[config.mk]
export PLATFORM = sky130hd
export DESIGN_NAME = mod_counter_sync
export DESIGN_NICKNAME = d
export VERILOG_FILES = /design/src/rtl/mod_counter_sync.sv
export SDC_FILE = /design/constraint.sdc
export NUM_CORES = 1
export LEC_CHECK = 0
export CORE_MARGIN = 3
export CORE_UTILIZATION = 45
export DETAILED_ROUTE_END_ITERATION = 8
export GPL_ROUTABILITY_DRIVEN = 0
export PLACE_DENSITY_LB_ADDON = 0.15
export RECOVER_POWER = 50
export SYNTH_ARGS = -nofsm -noshare
export SYNTH_HDL_FRONTEND = slang
export SYNTH_SLANG_ARGS = --single-unit
[constraint.sdc]
create_clock -name clk -period 4.1 [get_ports clk]
set_input_delay 0.82 -clock clk [delete_from_list [all_inputs] [get_ports clk]]
set_output_delay 0.82 -clock clk [all_outputs]
set_load 0.05 [all_outputs]
[src/rtl/mod_counter_sync.sv]
// Programmable modulo event/period counter: counts 0..limit with up/down direction,
// wrap or one-shot end-of-range, parallel load, terminal pulse and a saturating wrap count.
module mod_counter_sync #(
    parameter int WIDTH       = 4,
    parameter int RESET_LIMIT = 9,
    parameter int WRAP_W      = 8
) (
    input  logic              clk,
    input  logic              i_rst,
    input  logic              i_en,
    input  logic              i_clr,
    input  logic              i_load,
    input  logic [WIDTH-1:0]  i_load_val,
    input  logic              i_dir,
    input  logic              i_mode,
    input  logic              i_limit_wr,
    input  logic [WIDTH-1:0]  i_limit,
    output logic [WIDTH-1:0]  o_count,
    output logic              o_tc,
    output logic              o_done,
    output logic [WRAP_W-1:0] o_wraps,
    output logic [WIDTH-1:0]  o_limit
);

    logic [WIDTH-1:0]  count_q;
    logic              tc_q;
    logic              done_q;
    logic [WRAP_W-1:0] wraps_q;
    logic [WIDTH-1:0]  limit_q;
    logic              at_end;

    // Up uses >= so a loaded value above the limit ends on the next step.
    assign at_end = i_dir ? (count_q >= limit_q) : (count_q == '0);

    always_ff @(posedge clk or posedge i_rst) begin
        if (i_rst) begin
            count_q <= '0;
            tc_q    <= 1'b0;
            done_q  <= 1'b0;
            wraps_q <= '0;
            limit_q <= WIDTH'(RESET_LIMIT);
        end else begin
            tc_q <= 1'b0;
            if (i_limit_wr) begin
                limit_q <= i_limit;
            end
            if (i_clr) begin
                count_q <= '0;
                done_q  <= 1'b0;
                wraps_q <= '0;
            end else if (i_load) begin
                count_q <= i_load_val;
                done_q  <= 1'b0;
            end else if (i_en && !done_q) begin
                if (at_end) begin
                    tc_q <= 1'b1;
                    if (wraps_q != {WRAP_W{1'b1}}) begin
                        wraps_q <= wraps_q + 1'b1;
                    end
                    if (i_mode) begin
                        done_q <= 1'b1;
                    end else begin
                        count_q <= i_dir ? '0 : limit_q;
                    end
                end else begin
                    count_q <= i_dir ? count_q + 1'b1 : count_q - 1'b1;
                end
            end
        end
    end

    assign o_count = count_q;
    assign o_tc    = tc_q;
    assign o_done  = done_q;
    assign o_wraps = wraps_q;
    assign o_limit = limit_q;

endmodule

# After elaboration in Yosys (flattened, before gate mapping)
# Cells that the tools add are included.
[op_classes]
addsub = 3
mux = 22
eq_ne = 3
reduce_logical = 12
magnitude_cmp = 1
[ops]
columns = ["cell", "count"]
rows = [
  ["two-way mux 8 bit", 5],
  ["two-way mux 4 bit", 7],
  ["two-way mux 1 bit", 10],
  ["nonzero test 3 bit", 3],
  ["adder 8 x 1 -> 8 bit, second input constant", 1],
  ["!= test 8 bit, second input constant", 1],
  ["nonzero test 2 bit", 3],
  ["adder 4 x 1 -> 4 bit, second input constant", 1],
  ["greater-or-equal comparator 4 bit", 1],
  ["zero test 4 bit", 1],
  ["!= test 4 bit, second input constant", 1],
  ["AND reduction 4 bit", 1],
  ["subtractor 4 x 1 -> 4 bit, second input constant", 1],
  ["AND reduction 3 bit", 1],
  ["!= test 2 bit, second input constant", 1],
  ["AND reduction 2 bit", 1],
  ["logical AND 1 bit", 1],
  ["zero test 1 bit", 1],
]
[word_totals]
output_inout_bits = 18
ff_bits = 18
in_bits = 16
wordCells = 46

# Logic depth before layout (Yosys ltp)
[depth]
depth_word = 6
depth_mapped = 8
mapped_depth_nobuf = 7

# Worst setup path after synthesis
# No wires, ideal clock.
[synth_timing]
path_type = "flip-flop to flip-flop"
startpoint = "register count_q[0] (netlist: o_count[0])"
endpoint = "register wraps_q[4] (netlist: o_wraps[4])"
slack_ps = 1375
stages_incl_launch_ff = 9
arrival_ps = 2659
setup_ps = 66
n_path_buf = 1
required_ps = 4034
synth_period_minus_slack_ps = 2725
cell_sequence = "dfrtp_1 -> inv_1 -> ha_1 -> nor3b_1 -> o211a_1 -> or4_4 -> buf_6 -> or4_1 -> nand2_1"
[synth_between]
elab_chain_cells = 4
elab_cells_between_ends = 5
classes_between = "order compare (1); mux (1); reduce/logical (3)"
[synth_lines]
columns = ["item", "line", "rtl"]
rows = [
  ["from (decl)", "25", "logic [WIDTH-1:0] count_q;"],
  ["from (signal assigned)", "52", "count_q <= i_load_val;"],
  ["from (signal assigned)", "63", "count_q <= i_dir ? '0 : limit_q;"],
  ["from (signal assigned)", "66", "count_q <= i_dir ? count_q + 1'b1 : count_q - 1'b1;"],
  ["greater-or-equal comparator 4 bit / zero test 4 bit (equally long branches)", "33", "assign at_end = i_dir ? (count_q >= limit_q) : (count_q == '0);"],
  ["two-way mux 1 bit (*)", "33", ""],
  ["nonzero test 2 bit (no line) (*)", "-", ""],
  ["AND reduction 4 bit (no line) (*)", "-", ""],
  ["to (signal assigned)", "58", "wraps_q <= wraps_q + 1'b1;"],
  ["to (decl)", "28", "logic [WRAP_W-1:0] wraps_q;"],
]
# Mark *: on every way between the ends. The rest lies on a longest branch, timed or not.
# A chain may end at the register's enable or synchronous reset.

# Worst setup path after layout
[layout_timing]
startpoint = "input i_dir"
endpoint = "register count_q[3] (netlist: o_count[3])"
[layout_between]
elab_chain_cells = 6
elab_cells_between_ends = 10
classes_between = "eq/ne (1); mux (8); reduce/logical (1)"
[layout_lines]
columns = ["item", "line", "rtl"]
rows = [
  ["from (decl)", "14", "input logic i_dir,"],
  ["two-way mux 4 bit", "63", ""],
  ["two-way mux 4 bit", "60", "if (i_mode) begin"],
  ["two-way mux 4 bit", "55", "if (at_end) begin"],
  ["two-way mux 4 bit", "54", "end else if (i_en && !done_q) begin"],
  ["two-way mux 4 bit", "51", "end else if (i_load) begin"],
  ["two-way mux 4 bit", "47", "if (i_clr) begin"],
]
# Several ways; a longest one is shown, not always the timed one. The select of a mux whose other input is x is not followed.

==> flow_summary.ini <==
[synthesis]
synth_top_area_frac = 0.3390
synth_top_cell_by_area = dfrtp_1
yosys_register_bits = 18
synth_common_cells = 16 x dfrtp_1, 11 x inv_1, 9 x nand2_1, 9 x o21ai_0, 8 x nor2_1
yosysSeqAreaShare = 0.3835
synth.area.top_cells = dfrtp_1 34%, ha_1 7.4%, dfstp_2 4.4%
syn-num-nets = 151
syn_inst = 127
netlist_area_mm2 = 0.001181
synth_flop_cell = dfrtp_1
yosysWarnings = 0
syn_area_per_cell_um2 = 9.300
async_flop_share = 1.000
yosysMostFrequentCell = dfrtp_1
synth_edf_count = 0
yosys.cell_types.count = 44

[floorplanning]
die_y_um = 57.23
core-area_mm2 = 0.002340
start_util = 0.5048
die_x_um = 57.23
io_pins = 34
rows = 17
dieArea_mm2 = 0.003275

[grt]
first_global_vias = 1100
grt_pass1_wl_um = 5050
grt_max_degree = 19
gr-total-overflow = 0
grtUsageTotal = 0.1922
antenna_found_initial = 0

[clocking]
clk_pin_slew_ns = 0.10
clock-sinks = 18
tritoncts = done
cts_root_buf = clkbuf_4
clock_path_buffers = 2
hold_buffers = 0
insertion_delay_ns = 0.29
post_cts.repair.setup_buffers = 0
cts-buffers-inserted = 3
ctsResizeCount = 0
htreeDepth = 1

[detailed_routing]
vias_per_cell = 5.780
via_count = 1104
routed_wirelength_um = 2876
drtIter0Drc = 18
dr_wl_met2_um = 1437
wl_per_cell_um = 15.06
top_layer_used = met4
drcViolationCount = 0
wl_met3_um = 152
antenna_left = 0
firstDrtPassIters = 4
wl_met1_um = 1260

[sta]
fmax_mhz = 317.6
tns_ns = 0
drv_slew = 0
rsz0062_at_grt = no
skew_ns = 0.0008856
slew_headroom = 0.5426
worstMarginPinSlew_ns = 0.6853
finalSetupViolations = 0
final-hold-violation-count = 0
min_period_over_period = 0.7679
fin_crit_ns = 3.148

[critical_path]
startpoint_type = input port
critPathMaxFanout = 7
path_class = input port to register
cp.arrival_ns = 3.33
required_ns = 4.28
regToRegSetupSlack_ns = 1.54
end_kind = register

[placement]
port_buffers = 33
place_hpwl_um = 2253

[layout]
utilization = 0.6749
syn_to_final_growth_pct = 33.69
drive_gt1_frac = 0.1043
diodes = 0
nFillCells = 198
nets = 188

[power_and_ir_drop]
p_total_mw = 0.5010
p_leak_nw = 0.7012
irDropWorstVdd_mv = 0.2205
p_per_area_mw_per_mm2 = 317.3

[worst_hold_path]
hold_path.class = register to register

[run_status]
status = finished clean

[flow_run]
maxCapViolCount = 0
[where the power goes]
group / total [mW] / internal [mW] / switching, mW
combinational: 0.181 / 0.0755 / 0.106
sequential: 0.210 / 0.190 / 0.0200
clock: 0.109 / 0.0542 / 0.0551
total: 0.501 / 0.320 / 0.181
[flip-flops by register name, summed over array words and instances, names as in the netlist]
signal	count
o_count	4
o_done	1
o_limit	4
o_tc	1
o_wraps	8
[kinds of logic after synthesis]
| family | count (synthesis) | synth area share |
|---|---|---|
| compound gates | 32 | 0.1833 |
| mux | 4 | 0.03707 |
| flops | 18 | 0.3835 |
| xor+xnor | 3 | 0.02225 |
| fa+ha+maj | 8 | 0.09110 |
| buf+inv | 14 | 0.05085 |
| simple gates | 48 | 0.2320 |
[final timing paths]
check                      cells after the start                   start                     end
max                                            8                   i_dir  o_count[3]$_DFFE_PP0P_
min                                            2  o_limit[3]$_DFFE_PP1P_  o_limit[3]$_DFFE_PP1P_
max reg2reg                                    7  o_count[0]$_DFFE_PP0P_  o_wraps[7]$_DFFE_PP0P_
min reg2reg                                    2  o_limit[3]$_DFFE_PP1P_  o_limit[3]$_DFFE_PP1P_
max in group asynchronous                      2                   i_rst  o_wraps[6]$_DFFE_PP0P_
min in group asynchronous                      2                   i_rst  o_wraps[0]$_DFFE_PP0P_
[final cells by class]
cell class / instances / area [um2] / share of cell area
flip-flops and latches: 18 / 452.9 / 0.2868
clock buffers: 4 / 36.28 / 0.02298
well taps: 28 / 35.03 / 0.02219
repair buffers: 35 / 345.3 / 0.2187
inverters: 11 / 41.29 / 0.02615
multi-input cells: 95 / 668.1 / 0.4231
[layout by cell type (no fill, tap or decap), types with 4 or more instances in the layout]
cell             synthesis  final
nand2_1                  9      9
a21oi_1                  5      5
dlygate4sd3_1            0      6
nand3_1                  4      4
o21ai_0                  9      9
nor3_1                   4      4
clkdlybuf4s50_1          0     27
a31oi_1                  4      4
inv_1                   11     11
ha_1                     7      7
nor2_1                   8      8
nor2b_1                  7      7
dfrtp_1                 16     16
[metal layers]
metal | vias up | GRT usage
li1 | 540 | -
met1 | 528 | 0.2401
met2 | 31 | 0.3361
met3 | 5 | 0.04751
met4 | 0 | 0.03974
met5 | - | 0
[critical path, stage by stage]
cell and delay [ns]:
dlygate4sd3_1 0.72, inv_1 0.15, ha_1 0.32, a21o_2 0.21, a21oi_1 0.24, mux2_2 0.36, a2111oi_0 0.37, o41ai_1 0.13
[stage by stage]
step	hold slack (ns)	cells	setup slack, ns	area [um2]
finish	0.5163	191	0.9516	1579
global route	0.5437	191	0.7826	1579
CTS	0.5282	191	1.026	1579
detailed placement	0.5111	187	0.7053	1543
global placement	0.5114	187	0.8408	1543
floorplan	0.6076	127	1.375	1181
(Power assumes the default switching activity.)
